## src/rtl/store_unit.sv

```systemverilog
// Store unit: aligns and formats SB/SH/SW stores into byte lanes, buffers them
// in an in-order FIFO and issues them to the data-memory write port.
module store_unit #(
  parameter int DEPTH  = 2,
  parameter int ADDR_W = 32
) (
  input  logic              clk,
  input  logic              rst_n,
  input  logic              req_valid,
  output logic              req_ready,
  input  logic [ADDR_W-1:0] req_addr,
  input  logic [31:0]       req_data,
  input  logic [2:0]        req_store_control,
  output logic              mem_valid,
  input  logic              mem_ready,
  output logic [ADDR_W-1:0] mem_addr,
  output logic [31:0]       mem_wdata,
  output logic [3:0]        mem_wstrb,
  output logic              misalign,
  output logic [ADDR_W-1:0] misalign_addr,
  output logic              busy
);

  localparam logic [2:0] CTRL_SB = 3'b000;
  localparam logic [2:0] CTRL_SH = 3'b001;
  localparam logic [2:0] CTRL_SW = 3'b010;

  localparam int PW = (DEPTH > 1) ? $clog2(DEPTH) : 1;
  localparam int CW = $clog2(DEPTH) + 1;
  localparam logic [CW-1:0] DEPTH_C = CW'(DEPTH);

  logic [ADDR_W-1:0] r_addr_q  [DEPTH];
  logic [31:0]       r_wdata_q [DEPTH];
  logic [3:0]        r_wstrb_q [DEPTH];

  logic [PW-1:0]     r_wptr;
  logic [PW-1:0]     r_rptr;
  logic [CW-1:0]     r_count;
  logic              r_misalign;
  logic [ADDR_W-1:0] r_misalign_addr;

  logic              w_misaligned;
  logic              w_accept;
  logic              w_enq;
  logic              w_deq;
  logic [31:0]       w_wdata;
  logic [3:0]        w_wstrb;
  logic [ADDR_W-1:0] w_word_addr;

  // Unknown control codes fall through to byte-store behaviour.
  always_comb begin
    w_misaligned = 1'b0;
    w_wdata      = {4{req_data[7:0]}};
    w_wstrb      = 4'b0001 << req_addr[1:0];
    case (req_store_control)
      CTRL_SH: begin
        w_misaligned = req_addr[0];
        w_wdata      = {2{req_data[15:0]}};
        w_wstrb      = req_addr[1] ? 4'b1100 : 4'b0011;
      end
      CTRL_SW: begin
        w_misaligned = (req_addr[1:0] != 2'b00);
        w_wdata      = req_data;
        w_wstrb      = 4'b1111;
      end
      default: ;
    endcase
  end

  assign w_word_addr = {req_addr[ADDR_W-1:2], 2'b00};
  assign req_ready   = (r_count != DEPTH_C);
  assign w_accept    = req_valid && req_ready;
  assign w_enq       = w_accept && !w_misaligned;
  assign w_deq       = mem_valid && mem_ready;

  always_ff @(posedge clk or negedge rst_n) begin
    if (!rst_n) begin
      r_wptr          <= '0;
      r_rptr          <= '0;
      r_count         <= '0;
      r_misalign      <= 1'b0;
      r_misalign_addr <= '0;
    end else begin
      if (w_enq) r_wptr <= r_wptr + PW'(1);
      if (w_deq) r_rptr <= r_rptr + PW'(1);
      if (w_enq && !w_deq)      r_count <= r_count + CW'(1);
      else if (!w_enq && w_deq) r_count <= r_count - CW'(1);
      r_misalign <= w_accept && w_misaligned;
      if (w_accept && w_misaligned) r_misalign_addr <= req_addr;
    end
  end

  // Payload storage needs no reset: outputs are gated by the occupancy count.
  always_ff @(posedge clk) begin
    if (w_enq) begin
      r_addr_q[r_wptr]  <= w_word_addr;
      r_wdata_q[r_wptr] <= w_wdata;
      r_wstrb_q[r_wptr] <= w_wstrb;
    end
  end

  assign mem_valid     = (r_count != '0);
  assign busy          = mem_valid;
  assign mem_addr      = mem_valid ? r_addr_q[r_rptr]  : '0;
  assign mem_wdata     = mem_valid ? r_wdata_q[r_rptr] : '0;
  assign mem_wstrb     = mem_valid ? r_wstrb_q[r_rptr] : '0;
  assign misalign      = r_misalign;
  assign misalign_addr = r_misalign_addr;

endmodule

```

## config.mk

```make
export PLATFORM = sky130hd
export DESIGN_NAME = store_unit
export DESIGN_NICKNAME = d
export VERILOG_FILES = /design/src/rtl/store_unit.sv
export SDC_FILE = /design/constraint.sdc
export NUM_CORES = 1
export LEC_CHECK = 0
export CORE_MARGIN = 2
export CORE_UTILIZATION = 53
export CTS_CLUSTER_DIAMETER = 120
export DETAILED_ROUTE_END_ITERATION = 7
export GPL_TIMING_DRIVEN = 1
export PLACE_DENSITY = 0.85
export SLEW_MARGIN = 20
export SYNTH_ARGS = -nofsm -noshare
export SYNTH_HDL_FRONTEND = slang
export SYNTH_SLANG_ARGS = --single-unit
```

## constraint.sdc

```tcl
create_clock -name clk -period 8.5 [get_ports clk]
set_clock_uncertainty 0.05 [all_clocks]
set_input_delay 1.7 -clock clk [delete_from_list [all_inputs] [get_ports clk]]
set_output_delay 1.7 -clock clk [all_outputs]
set_load 0.02 [all_outputs]
```

==> reports/results.ini <==
[run_status]
status = completed

[synth]
synth_edf_count = 132
netlist_area_sq_um = 7000
ys_ff_latch = 169
synth_top_cell_by_area = edfxtp_1
yosys.cell_count.top_type = edfxtp_1
synth_ff_type = edfxtp_1
ys_seq_area_share_pct = 69.8
syn_inst = 455
yosysTopAreaCellShare_pct = 56.6
syn_area_per_cell_sq_um = 15.4
ys_top_cells_by_area = edfxtp_1 (57%), dfrtp_1 (13%), mux2i_1 (9.4%), mux2_4 (6.2%), nor2_1 (3.7%)
synth_common_cells = edfxtp_1 (132), nor2_1 (69), mux2i_1 (66)
async_reset_ff_share_pct = 21.9
yosysUniqueCellTypes = 36
ys_warn_count = 0

[drt]
dr.pass1.iters = 5
vias_per_cell = 5.32
drt-initial-drc-count = 213
final_antenna_net_count = 0
drcViolationCount = 0
wl_per_cell_um = 18.9
vias = 4313
drt_wl_total_mm = 15.3

[timing]
slew-limit-headroom_pct = 32.0
finalSetupTns_ps = 0
max_freq_mhz = 211
setup_viol_count_final = 0
whs_ps = 458
grt_setup_unrepaired = false
worstMarginPinSlew_ps = 1020
slew_viol_final = 0
hold_viol = 0
period_minus_slack_ps = 4730
final.period_utilization_pct = 55.7

[die]
die_area_sq_um = 14100
core_area_sq_um = 12800
num_rows = 41
ios = 175
start_util_pct = 54.8
die_h_um = 119
die_width_um = 119

[global_route]
antenna_found_initial = 0
grt_use_total_pct = 22.1
use_met3_pct = 9.96
grt_max_degree = 68
busiest_layer = met2
grtUsageMet2_pct = 33.9
grt.met1_usage_pct = 28.1
grt_pass1_wl_mm = 23.5
grt_pass1_vias = 4426
gr-total-overflow = 0

[power]
leakagePower_uw = 0.00372
power_density_nw_per_um2 = 374
peakVddDrop_uv = 248

[final_layout]
antenna_cells = 0
fin_nets = 697
drive_above_1_share_pct = 13.3
layout-area-overhead-vs-synth_pct = 34.9

[worst_setup_path]
r2r_cells = 6
cpPeakStageDelay_ps = 890
start_kind = input port
worstPathMaxFanout = 34
cp.required_ps = 8520
critical_path_class = input port to flip-flop
crit_chain = clkdlybuf4s50_1 > and2b_1 > o21ba_2 > a221oi_4 > nor2b_4 > buf_4
cp.arrival_ps = 4750
cp_slowest_cell = nor2b_4
end_kind = flip-flop

[hold_path]
hp-class = flip-flop to flip-flop
hold_depth = 1

[clock_network]
clk_pin_slew_ps = 60
clockBufferDepth = 2
clock_tree.root_cell = clkbuf_16
cts_setup_buffers = 0
insertion_delay_ps = 420
cts_inserted_buffers = 17
clock-sinks = 169
ctsResizeCount = 0
cts_tree = done
cts_hold_buf = 0
cts_htree_levels = 4

[placement]
numPortBuffers = 172
place_congestion = 0.950
dp_hpwl_mm = 10.4

[flow_run]
drv_cap = 0

final cells by class:
class	instances	area [sq um]
Clock buffer	23	489
Clock inverter	9	88.8
Fill cell	772	3330
Inverter	5	18.8
Multi-Input combinational cell	256	1970
Sequential cell	169	4890
Tap cell	172	215
Timing Repair Buffer	176	1770
worst max-delay path: cells and delay by family:
family / cells / cell delay, ps
AOI/OAI and AO/OA: 2 / 660
and+or+nand+nor: 2 / 1250
buffers and inverters: 2 / 1110
sequential cells by signal, summed over array words and instances, names as in the netlist:
signal	cells
r_wstrb_q	8
r_count	2
misalign	1
r_addr_q	60
misalign_addr	32
r_wdata_q	64
r_rptr	1
r_wptr	1
cell families (layout without fill, tap and decap cells):
| logic type | Yosys count | after routing | share of synthesized area (%) |
|---|---|---|---|
| compound gates | 31 | 31 | 3.32 |
| xor+xnor | 5 | 5 | 0.626 |
| fa+ha+maj | 1 | 1 | 0.179 |
| buf+inv | 31 | 213 | 2.32 |
| flops | 169 | 169 | 69.8 |
| mux | 104 | 104 | 17.1 |
| other cells | 1 | 2 | 0.0536 |
| simple gates | 113 | 113 | 6.56 |
power breakdown:
group          internal (uW)  switching [uW]  total [uW]
sequential              1140             114        1250
clock                    437             298         735
combinational            744             810        1550
total                   2320            1220        3540
path summary, 6_finish.rpt:
kind	end	slack [ps]	from
worst max-delay path	r_addr_q[0][25]$_DFFE_PP_	3770	req_store_control[1]
worst min-delay path	misalign_addr[19]$_DFFE_PN0P_	460	misalign_addr[19]$_DFFE_PN0P_
worst max register to register	r_addr_q[0][25]$_DFFE_PP_	5470	r_count[1]$_DFFE_PN0P_
worst min register to register	misalign_addr[19]$_DFFE_PN0P_	460	misalign_addr[19]$_DFFE_PN0P_
max in group asynchronous	r_rptr$_DFFE_PN0P_	6410	rst_n
min in group asynchronous	misalign$_DFF_PN0_	1340	rst_n
through the flow:
stage | util, % | total power, uW | setup slack [ps] | cells | instance area [sq um]
after global routing | 74.0 | 3700 | 3580 | 810 | 9450
after global placement | 69.2 | 2780 | 3480 | 777 | 8840
after CTS | 73.7 | 3560 | 3790 | 809 | 9420
after detailed placement | 69.2 | 2810 | 3350 | 777 | 8840
after floorplan | - | 2110 | 2460 | 456 | 7010
final | 74.0 | 3540 | 3770 | 810 | 9450
routing by layer:
layer | wire [um] | part of all wire [%]
met1 | 6200 | 41
met2 | 7110 | 47
met3 | 1730 | 11
met4 | 240 | 1.6
met5 | 0 | 0
cells in the final DEF, fill, tap and decap left out, types with 2 or more instances in the layout:
| master | count |
|---|---|
| clkdlybuf4s50_1 | 171 |
| edfxtp_1 | 132 |
| nor2_1 | 68 |
| mux2i_1 | 66 |
| dfrtp_1 | 36 |
| nand2_1 | 32 |
| mux2_4 | 29 |
| clkbuf_16 | 18 |
| o21ai_0 | 12 |
| mux2_2 | 9 |
| a22oi_1 | 8 |
| inv_1 | 5 |
| clkinv_4 | 4 |
| a21oi_1 | 3 |
| xor2_1 | 3 |
| clkbuf_1 | 3 |
| buf_4 | 3 |
| or2_2 | 2 |
| nand2b_1 | 2 |
| o31ai_1 | 2 |
| xnor2_1 | 2 |
| conb_1 | 2 |
| clkbuf_8 | 2 |
| clkinv_2 | 2 |
Power figures use the tool's default switching activity.
